$ cat src/rtl/usb3_ep_pkg.sv
// Shared constants for the USB3 endpoint router: endpoint modes, select width, FSM encoding.
package usb3_ep_pkg;

    localparam int SEL_W = 4;

    localparam logic [1:0] EP_MODE_CONTROL   = 2'd0;
    localparam logic [1:0] EP_MODE_ISOCH     = 2'd1;
    localparam logic [1:0] EP_MODE_BULK      = 2'd2;
    localparam logic [1:0] EP_MODE_INTERRUPT = 2'd3;

    typedef enum logic [1:0] {
        ST_IDLE        = 2'd0,
        ST_COMMIT_WAIT = 2'd1,
        ST_ARM_WAIT    = 2'd2
    } state_t;

endpackage

$ cat src/rtl/usb3_ep_seq.sv
// Per-endpoint sequence-number bank; a clear on an endpoint takes priority over an advance.
module usb3_ep_seq
    import usb3_ep_pkg::*;
#(
    parameter int NUM_EP = 4,
    parameter int SEQ_W  = 5
) (
    input  logic              local_clk,
    input  logic              reset,
    input  logic [SEL_W-1:0]  sel,
    input  logic              adv,
    input  logic [NUM_EP-1:0] clr,
    output logic [SEQ_W-1:0]  num
);

    logic [NUM_EP-1:0][SEQ_W-1:0] cnt;

    always_ff @(posedge local_clk) begin
        if (reset) begin
            cnt <= '0;
        end else begin
            for (int i = 0; i < NUM_EP; i++) begin
                if (clr[i])
                    cnt[i] <= '0;
                else if (adv && sel == SEL_W'(i))
                    cnt[i] <= cnt[i] + SEQ_W'(1);
            end
        end
    end

    always_comb begin
        num = '0;
        for (int i = 0; i < NUM_EP; i++)
            if (sel == SEL_W'(i)) num = cnt[i];
    end

endmodule

$ cat src/rtl/usb3_ep_router.sv
// Endpoint router between the USB3 link buffer interface and per-endpoint buffers,
// with registered endpoint select, commit/arm handshake FSM and ack timeout.
module usb3_ep_router
    import usb3_ep_pkg::*;
#(
    parameter int                  NUM_EP      = 4,
    parameter int                  ADDR_W      = 9,
    parameter int                  DATA_W      = 32,
    parameter int                  LEN_W       = 11,
    parameter int                  SEQ_W       = 5,
    parameter logic [2*NUM_EP-1:0] EP_MODES    = {2'd2, 2'd2, 2'd2, 2'd0},
    parameter logic [NUM_EP-1:0]   EP_IN_MASK  = 4'b0101,
    parameter logic [NUM_EP-1:0]   EP_OUT_MASK = 4'b0011,
    parameter int                  ACK_TIMEOUT = 255
) (
    input  logic                           local_clk,
    input  logic                           reset,
    input  logic [SEL_W-1:0]               sel_endp,
    input  logic                           sel_load,
    output logic [SEL_W-1:0]               cur_endp,
    input  logic [ADDR_W-1:0]              buf_in_addr,
    input  logic [DATA_W-1:0]              buf_in_data,
    input  logic                           buf_in_wren,
    input  logic                           buf_in_commit,
    input  logic [LEN_W-1:0]               buf_in_commit_len,
    output logic                           buf_in_ready,
    output logic                           buf_in_commit_ack,
    input  logic [ADDR_W-1:0]              buf_out_addr,
    input  logic                           buf_out_arm,
    output logic [DATA_W-1:0]              buf_out_q,
    output logic [LEN_W-1:0]               buf_out_len,
    output logic                           buf_out_hasdata,
    output logic                           buf_out_arm_ack,
    output logic [NUM_EP-1:0][ADDR_W-1:0]  ep_buf_in_addr,
    output logic [NUM_EP-1:0][DATA_W-1:0]  ep_buf_in_data,
    output logic [NUM_EP-1:0]              ep_buf_in_wren,
    output logic [NUM_EP-1:0]              ep_buf_in_commit,
    output logic [NUM_EP-1:0][LEN_W-1:0]   ep_buf_in_commit_len,
    input  logic [NUM_EP-1:0]              ep_buf_in_ready,
    input  logic [NUM_EP-1:0]              ep_buf_in_commit_ack,
    output logic [NUM_EP-1:0][ADDR_W-1:0]  ep_buf_out_addr,
    output logic [NUM_EP-1:0]              ep_buf_out_arm,
    input  logic [NUM_EP-1:0][DATA_W-1:0]  ep_buf_out_q,
    input  logic [NUM_EP-1:0][LEN_W-1:0]   ep_buf_out_len,
    input  logic [NUM_EP-1:0]              ep_buf_out_hasdata,
    input  logic [NUM_EP-1:0]              ep_buf_out_arm_ack,
    output logic [1:0]                     endp_mode,
    input  logic                           seq_adv,
    input  logic [NUM_EP-1:0]              seq_clr,
    output logic [SEQ_W-1:0]               seq_num,
    output logic                           busy,
    output logic                           err_undefined,
    output logic                           err_timeout
);

    // Masks widened to the full select range so any 4-bit select indexes safely.
    localparam logic [15:0] IN_M  = 16'(EP_IN_MASK);
    localparam logic [15:0] OUT_M = 16'(EP_OUT_MASK);
    localparam logic [15:0] ANY_M = IN_M | OUT_M;

    state_t            state;
    logic [15:0]       timer;
    logic [LEN_W-1:0]  commit_len_q;
    logic [NUM_EP-1:0] hit;
    logic              in_ok, out_ok, sel_ok;
    logic              cur_cack, cur_aack;

    assign in_ok  = IN_M[cur_endp];
    assign out_ok = OUT_M[cur_endp];
    assign sel_ok = (int'(sel_endp) < NUM_EP) && ANY_M[sel_endp];

    for (genvar i = 0; i < NUM_EP; i++) begin : g_ep
        assign hit[i]                  = (cur_endp == SEL_W'(i));
        assign ep_buf_in_addr[i]       = hit[i] ? buf_in_addr : '0;
        assign ep_buf_in_data[i]       = hit[i] ? buf_in_data : '0;
        assign ep_buf_in_wren[i]       = hit[i] && in_ok && buf_in_wren;
        assign ep_buf_in_commit_len[i] = hit[i] ? commit_len_q : '0;
        assign ep_buf_out_addr[i]      = hit[i] ? buf_out_addr : '0;
    end

    always_comb begin
        buf_in_ready    = 1'b0;
        buf_out_q       = '0;
        buf_out_len     = '0;
        buf_out_hasdata = 1'b0;
        cur_cack        = 1'b0;
        cur_aack        = 1'b0;
        for (int i = 0; i < NUM_EP; i++) begin
            if (hit[i]) begin
                cur_cack = ep_buf_in_commit_ack[i];
                cur_aack = ep_buf_out_arm_ack[i];
                if (in_ok) buf_in_ready = ep_buf_in_ready[i];
                if (out_ok) begin
                    buf_out_q       = ep_buf_out_q[i];
                    buf_out_len     = ep_buf_out_len[i];
                    buf_out_hasdata = ep_buf_out_hasdata[i];
                end
            end
        end
    end

    always_comb begin
        endp_mode = '0;
        for (int i = 0; i < NUM_EP; i++)
            if (hit[i]) endp_mode = EP_MODES[2*i +: 2];
    end

    always_ff @(posedge local_clk) begin
        if (reset) begin
            state             <= ST_IDLE;
            timer             <= '0;
            commit_len_q      <= '0;
            cur_endp          <= '0;
            busy              <= 1'b0;
            err_undefined     <= 1'b0;
            err_timeout       <= 1'b0;
            ep_buf_in_commit  <= '0;
            ep_buf_out_arm    <= '0;
            buf_in_commit_ack <= 1'b0;
            buf_out_arm_ack   <= 1'b0;
        end else begin
            ep_buf_in_commit  <= '0;
            ep_buf_out_arm    <= '0;
            buf_in_commit_ack <= 1'b0;
            buf_out_arm_ack   <= 1'b0;

            if (sel_load) begin
                if (state != ST_IDLE || !sel_ok) err_undefined <= 1'b1;
                else                             cur_endp      <= sel_endp;
            end

            case (state)
                ST_IDLE: begin
                    // Commit has priority; a simultaneous arm is dropped.
                    if (buf_in_commit) begin
                        if (in_ok) begin
                            ep_buf_in_commit <= hit;
                            commit_len_q     <= buf_in_commit_len;
                            timer            <= '0;
                            busy             <= 1'b1;
                            state            <= ST_COMMIT_WAIT;
                        end else begin
                            err_undefined <= 1'b1;
                        end
                    end else if (buf_out_arm) begin
                        if (out_ok) begin
                            ep_buf_out_arm <= hit;
                            timer          <= '0;
                            busy           <= 1'b1;
                            state          <= ST_ARM_WAIT;
                        end else begin
                            err_undefined <= 1'b1;
                        end
                    end
                end
                ST_COMMIT_WAIT, ST_ARM_WAIT: begin
                    if (state == ST_COMMIT_WAIT ? cur_cack : cur_aack) begin
                        buf_in_commit_ack <= (state == ST_COMMIT_WAIT);
                        buf_out_arm_ack   <= (state == ST_ARM_WAIT);
                        busy              <= 1'b0;
                        state             <= ST_IDLE;
                    end else if (timer == 16'(ACK_TIMEOUT - 1)) begin
                        err_timeout <= 1'b1;
                        busy        <= 1'b0;
                        state       <= ST_IDLE;
                    end else begin
                        timer <= timer + 16'd1;
                    end
                end
                default: state <= ST_IDLE;
            endcase
        end
    end

    usb3_ep_seq #(
        .NUM_EP (NUM_EP),
        .SEQ_W  (SEQ_W)
    ) u_seq (
        .local_clk (local_clk),
        .reset     (reset),
        .sel       (cur_endp),
        .adv       (seq_adv),
        .clr       (seq_clr),
        .num       (seq_num)
    );

endmodule

$ cat config.mk
export PLATFORM = sky130hd
export DESIGN_NAME = usb3_ep_router
export DESIGN_NICKNAME = d
export VERILOG_FILES = /design/src/rtl/usb3_ep_pkg.sv /design/src/rtl/usb3_ep_seq.sv /design/src/rtl/usb3_ep_router.sv
export SDC_FILE = /design/constraint.sdc
export NUM_CORES = 1
export LEC_CHECK = 0
export ABC_AREA = 1
export CAP_MARGIN = 20
export CORE_AREA = 2 2 228 230
export CTS_CLUSTER_SIZE = 20
export DETAILED_ROUTE_END_ITERATION = 16
export DIE_AREA = 0 0 230 232
export GPL_ROUTABILITY_DRIVEN = 0
export SYNTH_ARGS = -nofsm -noshare
export SYNTH_HDL_FRONTEND = slang
export SYNTH_SLANG_ARGS = --single-unit
export TNS_END_PERCENT = 100
$ cat constraint.sdc
create_clock -name local_clk -period 2.3 [get_ports local_clk]
set_input_delay 0.69 -clock local_clk [delete_from_list [all_inputs] [get_ports local_clk]]
set_output_delay 0.69 -clock local_clk [all_outputs]
set_load 0.05 [all_outputs]
==> run metrics <==
status=finished, violations left; violated checks=negative setup slack; Register Area=0.00138 mm²; P per Cell Area=506 mW/mm²; Total GRT Usage=0.167; DRC viols=0; multi-input logic area=a little under 0.006 mm²; fin crit share=1.14; CTS tree=yes; first-pass GRT wire length=67000 µm; worst vdd ir=0.000308 V; # diodes=0; Distinct cells, synth=39; Std-Cell Rows=83; largest net degree at the start of global routing=85; number of synthesized flops with an enable pin=0; Async SR Flop Fraction=0; Port Buffers=579; synthesized area per cell=5.42 µm²; Root Driver=clkbuf_16; die area=0.0534 mm²; hold path start=state[1]$_SDFFE_PP0P_; Fin. Hold Viols=0; f_max=381 MHz; WS Path Type=flip-flop to output pin; worst slew pin tran=0.549 ns; CP startpoint kind=flip-flop; clk buf depth=2; Worst Skew=0.0170 ns; Vias=around 10000; worst skew pair latency=0.35 ns; Final nets=2042; CTS buffer count=9; chip width=roughly 230 µm; Seq/Total Area, Yosys=0.232; Area after DPL=0.0170 mm²; proportion of layout cells with a drive suffix above 1=0.461; final setup violation count=298; Yosys Warn Count=0; max-slew violation count=0; worst min path class=flip-flop to flip-flop; Post-Syn Instances=approximately 1100; Post-Syn Nets=1357; Ports=581; Pleak=7.84 nW; Worst R2R Start=cur_endp[3]$_SDFFE_PP0P_; worst reg2reg setup slack=around 0.01 ns; unrepaired setup endpoints after global routing=true; Synth Cell Area=between 0.005 and 0.006 mm²; Final Critical Period=2.62 ns; ranking of synthesized cells by area=dfxtp_1 (23%), nor2_1 (21%), nand2_1 (12%); drt pass-1 iters=5; die height=roughly 230 µm; register bit count reported by yosys=68; share of the synthesized area in the top cell type=0.232; register clock-pin slew on the reported worst setup and hold paths=0.05 ns; Arr. time, crit path=1.93 ns; Main synth FF type=dfxtp_1; drt first-iter violations=between 600 and 700; Synth area leader=dfxtp_1; final instance area=a little over 0.02 mm²; Req. time, crit path=1.61 ns; Area Overhead vs Synth=245%; Worst Setup SP=cur_endp[3]$_SDFFE_PP0P_; worst hold slack=0.483 ns; crit-path max FO=6; CTS HTree Levels=3; vias per cell=4.14; Wirelength per Cell=between 15 and 20 µm; core footprint=0.0509 mm²; Rel. slew slack=0.633; DP HPWL=roughly 34000 µm; Post-DRT Antenna Nets=0; Max Cap Viol=0; initial core utilization=0.115; Setup WS post-layout=-0.325 ns; CTS Sinks=68; vias in the first global route=around 10000; initial antenna violation count=1; grt total ovfl=0; final-layout fill cell count=roughly 4800; Critical Path Sink Type=output pin; drt total wl=48900 µm
==> cells in the final DEF, fill, tap and decap left out, types with 12 or more instances in the layout <==
master	instances
clkdlybuf4s50_1	266
buf_12	335
o21ai_0	30
nand2_1	172
nand3_1	119
a21oi_1	32
dfxtp_1	63
buf_4	73
inv_1	105
nand4_1	49
nor2_4	251
buf_16	32
nand2_2	13
clkbuf_16	21
nor2_1	79
nand3_2	12
==> state kept, by name, indices dropped and copies added, names as in the netlist <==
signal / count
commit_len_q: 11
state: 2
in_ok: 1
buf_out_arm_ack: 1
err_timeout: 1
timer: 16
err_undefined: 1
busy: 1
ep_buf_in_commit: 4
cur_endp: 4
ep_buf_out_arm: 4
u_seq.cnt: 20
out_ok: 1
buf_in_commit_ack: 1
==> critical path: stages (launching register included) <==
cell and delay [ns]:
dfxtp_4 0.36, nor2_4 0.15, nand2_4 0.08, nor2_4 0.18, buf_6 0.14, buf_12 0.12
buf_16 0.14, nand3_2 0.06, nand4_1 0.18, buf_12 0.17
==> cell type report <==
| type | instances | share of cell area |
|---|---|---|
| Tap cell | 680 | 0.0419 |
| Inverter | 122 | 0.0256 |
| Timing Repair inverter | 1 | 0.000802 |
| Sequential cell | 68 | 0.0679 |
| Multi-Input combinational cell | 827 | 0.290 |
| Clock inverter | 5 | 0.00179 |
| Clock buffer | 10 | 0.0123 |
| Timing Repair Buffer | 740 | 0.560 |
==> what timing repair did <==
item	CTS	global route
resized for setup	360	95
gates cloned	26	12
setup buffers	27	11
setup endpoints to repair	298	299
pin swaps	37	33
endpoints found under the hold margin	0	0
hold buffers	0	0
==> cells by family after synthesis <==
kind of cell,count (synthesis),share of synthesized area
xor gates and xnor gates,1,0.00149
and+or+nand+nor,733,0.541
AOI/OAI and AO/OA,83,0.0788
adders and majority gates,9,0.0192
buffers and inverters,189,0.127
DFF,68,0.232
other,1,0.000638
==> final timing paths <==
kind,to,cells after the start
max,buf_out_q[4],9
min,state[1]$_SDFFE_PP0P_,2
max reg2reg,buf_out_arm_ack$_SDFF_PP0_,14
min reg2reg,state[1]$_SDFFE_PP0P_,2
==> layer usage <==
layer	wire length (µm)	up-vias	share of wire	global-route usage
met5	0	-	0	0
met4	1070	0	0.022	0.0514
met3	2910	53	0.060	0.0328
met2	24800	434	0.51	0.294
met1	20100	4813	0.41	0.205
li1	-	4860	-	-
==> synthesized netlist by cell type, types with 6 or more instances <==
| cell | instances |
|---|---|
| buf_2 | 8 |
| inv_1 | 115 |
| nor2_2 | 7 |
| nor3_1 | 12 |
| clkbuf_1 | 48 |
| nand4_1 | 49 |
| dfxtp_1 | 68 |
| nand3_1 | 131 |
| nand2_2 | 6 |
| o21ai_0 | 34 |
| ha_1 | 9 |
| a21oi_1 | 32 |
| buf_1 | 7 |
| nor2_1 | 326 |
| nor3b_1 | 6 |
| nand2_1 | 185 |
==> through the flow <==
stage | setup slack [ns] | TNS (ns) | cells | util | power [mW]
CTS | -0.319 | -47.69 | 2433 | 0.384 | 10.2
global placement | -0.300 | -6.80 | 2365 | 0.334 | 7.99
finish | -0.325 | -63.71 | 2453 | 0.399 | 10.3
global route | -0.401 | -85.45 | 2453 | 0.399 | 10.8
floorplan | -0.214 | -28.44 | 1084 | - | 4.97
detailed placement | -0.302 | -7.90 | 2365 | 0.334 | 8.07
==> power breakdown <==
group          switching [mW]  internal, mW  total [mW]
combinational            4.02          3.25        7.26
sequential              0.222          1.40        1.62
clock                   0.597         0.791        1.39
Note: power is estimated with default switching activity, not from simulation.
